==> src/rtl/spi_flash_responder_if.sv <==
// spi_flash_responder_if: SPI pins plus byte-store read port of the flash responder
interface spi_flash_responder_if #(parameter int ADDR_W = 16);
   logic spi_sclk, spi_cs_n, spi_mosi, spi_miso, spi_miso_oe;
   logic [ADDR_W-1:0] mem_addr;
   logic mem_req, mem_ack;
   logic [7:0] mem_data;
   modport slave (input spi_sclk, spi_cs_n, spi_mosi, mem_ack, mem_data,
                  output spi_miso, spi_miso_oe, mem_addr, mem_req);
   modport master (output spi_sclk, spi_cs_n, spi_mosi, mem_ack, mem_data,
                   input spi_miso, spi_miso_oe, mem_addr, mem_req);
endinterface

==> src/rtl/spi_flash_responder.sv <==
// spi_flash_responder: SPI mode-0 READ (0x03) flash target streaming bytes from a store read port
// Defining SPI_RESP_FAST_READ_EN also accepts FAST READ (0x0B) with 8 dummy clocks.
module spi_flash_responder #(
   parameter int ADDR_W = 16,
   parameter int SYNC_STAGES = 2
) (
   input  logic clk,
   input  logic reset,
   spi_flash_responder_if.slave bus,
   output logic busy,
   output logic cmd_error,
   output logic underrun
);
   typedef enum logic [2:0] {IDLE, CMD, ADDR, DUMMY, DATA, IGNORE} state_t;
   state_t state, state_n, addr_next;
   logic [SYNC_STAGES-1:0] sclk_sr, cs_sr, mosi_sr;
   logic sclk_q, cs_q, sclk_s, cs_s, mosi_s;
   logic rise, fall, cs_fall, cs_rise, last_bit, cmd_ok, ack, byte_fall, avail;
   logic [4:0] bit_cnt;
   logic [22:0] shift_in;
   logic [23:0] addr_in, addr_cnt, addr_inc;
   logic [7:0] cmd, hold, tx;
   logic hold_valid;
`ifdef SPI_RESP_FAST_READ_EN
   logic fast;
   assign cmd_ok = cmd == 8'h03 || cmd == 8'h0B;
   assign addr_next = fast ? DUMMY : DATA;
`else
   assign cmd_ok = cmd == 8'h03;
   assign addr_next = DATA;
`endif
   assign sclk_s = sclk_sr[SYNC_STAGES-1];
   assign cs_s = cs_sr[SYNC_STAGES-1];
   assign mosi_s = mosi_sr[SYNC_STAGES-1];
   assign rise = sclk_s & ~sclk_q;
   assign fall = ~sclk_s & sclk_q;
   assign cs_fall = ~cs_s & cs_q;
   assign cs_rise = cs_s & ~cs_q;
   assign cmd = {shift_in[6:0], mosi_s};
   assign addr_in = {shift_in, mosi_s};
   assign addr_inc = addr_cnt + 24'd1;
   assign last_bit = rise && bit_cnt == (state == ADDR ? 5'd23 : 5'd7);
   assign ack = bus.mem_req & bus.mem_ack;
   assign byte_fall = state == DATA && fall && bit_cnt[2:0] == 3'd0 && !cs_rise;
   assign avail = hold_valid | ack;
   assign busy = ~cs_s;
   assign bus.spi_miso_oe = state == DATA;
   assign bus.spi_miso = state == DATA ? tx[7] : 1'b1;

   always_comb begin
      state_n = state;
      if (cs_rise) state_n = IDLE;
      else case (state)
         IDLE:  state_n = cs_fall ? CMD : IDLE;
         CMD:   state_n = last_bit ? (cmd_ok ? ADDR : IGNORE) : CMD;
         ADDR:  state_n = last_bit ? addr_next : ADDR;
         DUMMY: state_n = last_bit ? DATA : DUMMY;
         default: state_n = state;
      endcase
   end

   always_ff @(posedge clk) begin
      if (!reset) begin
         state <= IDLE;
         sclk_sr <= '0;
         cs_sr <= '1;
         mosi_sr <= '0;
         sclk_q <= 1'b0;
         cs_q <= 1'b1;
         bit_cnt <= '0;
         shift_in <= '0;
         addr_cnt <= '0;
         hold <= '0;
         hold_valid <= 1'b0;
         tx <= 8'hFF;
         bus.mem_req <= 1'b0;
         bus.mem_addr <= '0;
         cmd_error <= 1'b0;
         underrun <= 1'b0;
`ifdef SPI_RESP_FAST_READ_EN
         fast <= 1'b0;
`endif
      end else begin
         state <= state_n;
         sclk_sr <= {sclk_sr[SYNC_STAGES-2:0], bus.spi_sclk};
         cs_sr <= {cs_sr[SYNC_STAGES-2:0], bus.spi_cs_n};
         mosi_sr <= {mosi_sr[SYNC_STAGES-2:0], bus.spi_mosi};
         sclk_q <= sclk_s;
         cs_q <= cs_s;
         cmd_error <= state == CMD && last_bit && !cmd_ok && !cs_rise;
         if (rise) begin
            bit_cnt <= bit_cnt + 5'd1;
            shift_in <= {shift_in[21:0], mosi_s};
         end
         if (state_n != state) bit_cnt <= '0;
         if (state == IDLE && state_n == CMD) underrun <= 1'b0;
`ifdef SPI_RESP_FAST_READ_EN
         if (state == CMD && last_bit) fast <= cmd == 8'h0B;
`endif
         // first fetch goes out at the end of ADDR so DUMMY clocks add slack
         if (state == ADDR && last_bit && !cs_rise) begin
            addr_cnt <= addr_in;
            bus.mem_addr <= addr_in[ADDR_W-1:0];
            bus.mem_req <= 1'b1;
            hold_valid <= 1'b0;
            tx <= 8'hFF;
         end
         if (ack) begin
            hold <= bus.mem_data;
            hold_valid <= 1'b1;
            bus.mem_req <= 1'b0;
         end
         if (byte_fall) begin
            if (avail) begin
               tx <= hold_valid ? hold : bus.mem_data;
               hold_valid <= 1'b0;
               addr_cnt <= addr_inc;
               bus.mem_addr <= addr_inc[ADDR_W-1:0];
               bus.mem_req <= 1'b1;
            end else begin
               tx <= 8'hFF;
               underrun <= 1'b1;
            end
         end else if (state == DATA && fall) tx <= {tx[6:0], 1'b1};
         if (cs_rise) begin
            bus.mem_req <= 1'b0;
            hold_valid <= 1'b0;
         end
      end
   end
endmodule

==> src/flat_wrapper.sv <==
// flat-port wrapper written by rule: the top's interface ports become plain ports
module spi_flash_responder_flat 
#(
   parameter int ADDR_W = 16,
   parameter int SYNC_STAGES = 2
)
  (clk, reset, busy, cmd_error, underrun, bus_spi_sclk, bus_spi_cs_n, bus_spi_mosi, bus_mem_ack, bus_mem_data, bus_spi_miso, bus_spi_miso_oe, bus_mem_addr, bus_mem_req);
  spi_flash_responder_if #(.ADDR_W(ADDR_W)) bus_i ();
  input  logic clk;
  input  logic reset;
  output logic busy;
  output logic cmd_error;
  output logic underrun;
  input wire logic [$bits(bus_i.spi_sclk)-1:0] bus_spi_sclk;
  input wire logic [$bits(bus_i.spi_cs_n)-1:0] bus_spi_cs_n;
  input wire logic [$bits(bus_i.spi_mosi)-1:0] bus_spi_mosi;
  input wire logic [$bits(bus_i.mem_ack)-1:0] bus_mem_ack;
  input wire logic [$bits(bus_i.mem_data)-1:0] bus_mem_data;
  output wire logic [$bits(bus_i.spi_miso)-1:0] bus_spi_miso;
  output wire logic [$bits(bus_i.spi_miso_oe)-1:0] bus_spi_miso_oe;
  output wire logic [$bits(bus_i.mem_addr)-1:0] bus_mem_addr;
  output wire logic [$bits(bus_i.mem_req)-1:0] bus_mem_req;
  assign bus_i.spi_sclk = bus_spi_sclk;
  assign bus_i.spi_cs_n = bus_spi_cs_n;
  assign bus_i.spi_mosi = bus_spi_mosi;
  assign bus_i.mem_ack = bus_mem_ack;
  assign bus_i.mem_data = bus_mem_data;
  assign bus_spi_miso = bus_i.spi_miso;
  assign bus_spi_miso_oe = bus_i.spi_miso_oe;
  assign bus_mem_addr = bus_i.mem_addr;
  assign bus_mem_req = bus_i.mem_req;
  spi_flash_responder #(.ADDR_W(ADDR_W), .SYNC_STAGES(SYNC_STAGES)) u_core (.clk(clk), .reset(reset), .bus(bus_i), .busy(busy), .cmd_error(cmd_error), .underrun(underrun));
endmodule
==> config.mk <==
export PLATFORM = sky130hd
export DESIGN_NAME = spi_flash_responder_flat
export DESIGN_NICKNAME = d
export VERILOG_FILES = /design/src/rtl/spi_flash_responder_if.sv /design/src/rtl/spi_flash_responder.sv /design/src/flat_wrapper.sv
export SDC_FILE = /design/constraint.sdc
export NUM_CORES = 1
export LEC_CHECK = 0
export BUFFER_PORTS_ARGS = -buffer_cell sky130_fd_sc_hd__buf_4
export CORE_MARGIN = 2
export CORE_UTILIZATION = 30
export CTS_CLUSTER_SIZE = 28
export DETAILED_ROUTE_END_ITERATION = 8
export GPL_ROUTABILITY_DRIVEN = 0
export PLACE_DENSITY = 0.45
export SYNTH_ARGS = -nofsm -noshare
export SYNTH_HDL_FRONTEND = slang
export SYNTH_SLANG_ARGS = --single-unit
==> constraint.sdc <==
create_clock -name clk -period 2.15 [get_ports clk]
set_input_delay 0.1075 -clock clk [delete_from_list [all_inputs] [get_ports clk]]
set_output_delay 0.1075 -clock clk [all_outputs]
set_load 0.005 [all_outputs]
==> metrics.cfg <==
[run_status]
outcome=finished clean

[global_route]
grt_pass1_wl_um=17800
first_global_vias=3483
track_usage=0.160
antenna_found_initial=0
grt_max_degree=43
grt-ovfl-total=0

[synthesis]
yosysTopAreaCellShare=0.429
synth_cells=493
async_flop_share=0
synthTopCellsByCount=96 x nand2_1, 83 x dfxtp_1, 60 x a21oi_1
syn_nets=510
synth_ff_type=dfxtp_1
synth-edff-count=0
synth.distinct_cells=48
synthTopCellsByArea=dfxtp_1 43%, nand2_1 9.3%, a21oi_1 7.8%, nor3_1 4.3%, o21ai_0 3.2%
synth.ff_latch_count=83
yosysWarnings=0
ys_seq_area_frac=0.429
synth_top_area_cell=dfxtp_1
avgSynthCellArea_um2=7.85
synth_area_um2=3870
yosysMostFrequentCell=nand2_1

[worst_setup_path]
cp_max_fo=9
crit_path_end_kind=flop
max_stage_delay_ns=0.49
cp-start-kind=flop
worstPathArrival_ns=2.28
cp_cell_sequence=or3b_4, nor4_4, buf_4, nand2_4, or4_1, o211ai_1
worst-setup-path-type=flop to flop
crit_family=simple AND/OR/NAND/NOR gates
required_ns=2.42
crit_slowest_cell=or4_1
critPathBufInv=1

[pwr]
power_mw=3.14
irDropWorstVdd_mv=0.472
p_leak_nw=1.77
p_per_area_nw_per_um2=656

[floorplan]
dieWidth_um=118
initial_utilization=0.307
die_area_um2=13800
ioPinCount=36
core_area_um2=12600
die_y_um=118
num_rows=41

[sta]
whs_ns=0.0199
postLayoutSetupSlackWorst_ns=0.131
finalHoldViolations=0
maxSlewViolCount=0
fmaxAchievable_mhz=495
finalSetupViolations=0
fin_skew_ns=0.00850
tightest_slew_ns=0.598
finalCriticalPeriod_ns=2.02
setup_tns_ns=0
timing.final.crit_share=0.939
relSlewSlack=0.601

[cts]
insertion_delay_ns=0.34
clk_path_buf_depth=2
path_clk_slew_ns=0.06
cts_buffers=9
htree_levels=3
tritoncts=yes
clock_sinks=83
clockRootBuffer=clkbuf_16

[detailed_routing]
wl_per_cell_um=14.9
wl_um=10700
drc_errors=0
viasPerCell=5.07
dr.pass1.iters=4
vias=3638
drtIter0Drc=164
ant_nets=0

[place]
dp_hpwl_um=7570
dp_slack_ns=0.0505
io_buffers=35
placed_cell_area_um2=4450
place_inst=699

[layout]
fillers=1376
areaGrowthSynthToFinish_pct=23.7
n_antenna_cell=0
final_util=0.380
stdcell_count=718
final_cell_area_um2=4790
layout-drive-gt1-share=0.176
fin_nets=559

[hold_path]
holdCritPathClass=input port to flop

[job]
drv_cap=0

final cells by class:
cell class,count,area [µm²],area share
multi-input cells,366,2040,0.426
inverters,11,41.3,0.00862
well taps,172,215,0.0449
clock buffers,13,270,0.0564
repair buffers,71,553,0.115
clock inverters,2,10.0,0.00209
flip-flops and latches,83,1660,0.347
worst register-to-register path: stages, from the launching register on:
cell      delay (ns)
dfxtp_1         0.39
or3b_4          0.44
nor4_4          0.25
buf_4           0.18
nand2_4         0.10
or4_1           0.49
o211ai_1        0.10
flip-flops by register name, summed over array words and instances (netlist names):
register	count
u_core.addr_cnt	16
u_core.bus.mem_addr	16
u_core.shift_in	15
u_core.hold	8
u_core.tx	8
u_core.bit_cnt	5
u_core.state	3
u_core.cs_sr	2
u_core.mosi_sr	2
u_core.sclk_sr	2
u_core.bus.mem_req	1
u_core.cmd_error	1
u_core.cs_q	1
u_core.hold_valid	1
u_core.sclk_q	1
u_core.underrun	1
per-layer routing:
layer / GRT usage / routed length, µm
met5: 0 / 0
met4: 0.0550 / 234
met3: 0.0484 / 501
met2: 0.269 / 5230
met1: 0.193 / 4750
layout by cell type (no fill, tap or decap), types with 2 or more instances in the layout:
master and n:
nor4_1 6, nand2b_1 8, o22ai_1 8, xnor2_1 8, clkbuf_8 3, nand2_1 96
a31oi_1 8, o21ai_0 25, buf_4 67, a221oi_1 4, dlygate4sd3_1 3, nor3_1 32
o21ba_2 2, nand4_1 7, clkinv_2 2, inv_1 11, mux2i_1 4, nand3_1 7
nor2b_1 12, nor2_1 18, or2_2 4, a211oi_1 7, and3_1 3, and2_1 7
a21oi_1 60, clkbuf_16 9, nand3b_1 2, or4_1 2, a22oi_1 6, xor2_1 9
dfxtp_1 83, ha_1 3
final timing paths:
kind / start / endpoint / slack, ns / cells after the start
setup reg to reg: u_core.state[2]$_SDFF_PN0_ / u_core.addr_cnt[15]$_SDFF_PN0_ / 0.13 / 6
hold / removal: bus_mem_data[5] / u_core.hold[5]$_SDFFE_PN0P_ / 0.02 / 3
hold reg to reg: u_core.cs_sr[0]$_SDFF_PN1_ / u_core.cs_sr[1]$_SDFF_PN1_ / 0.43 / 1
setup / recovery: u_core.state[2]$_SDFF_PN0_ / u_core.addr_cnt[15]$_SDFF_PN0_ / 0.13 / 6
kinds of logic after synthesis:
family                     count (synthesis)  share of synthesized area
and+or+nand+nor                          214                      0.270
buffers and inverters                     44                     0.0504
AOI/OAI and AO/OA                        128                      0.192
adders and majority gates                  3                    0.00969
muxes                                      4                     0.0103
xor gates and xnor gates                  17                     0.0385
DFF                                       83                      0.429
where the power goes:
group | internal (mW) | switching [mW] | total [mW] | leakage [nW]
registers | 1.55 | 0.00584 | 1.55 | 0.670
clock network | 0.867 | 0.599 | 1.47 | 0.141
logic | 0.0497 | 0.0753 | 0.125 | 0.956
total | 2.46 | 0.680 | 3.14 | 1.77
repair_timing:
action	CTS	global route
hold buffers	3	0
gates resized for setup	0	5
endpoints found under the hold margin	3	0
setup buffers	0	1
endpoints found under the setup margin	0	41
(Power assumes the default switching activity.)
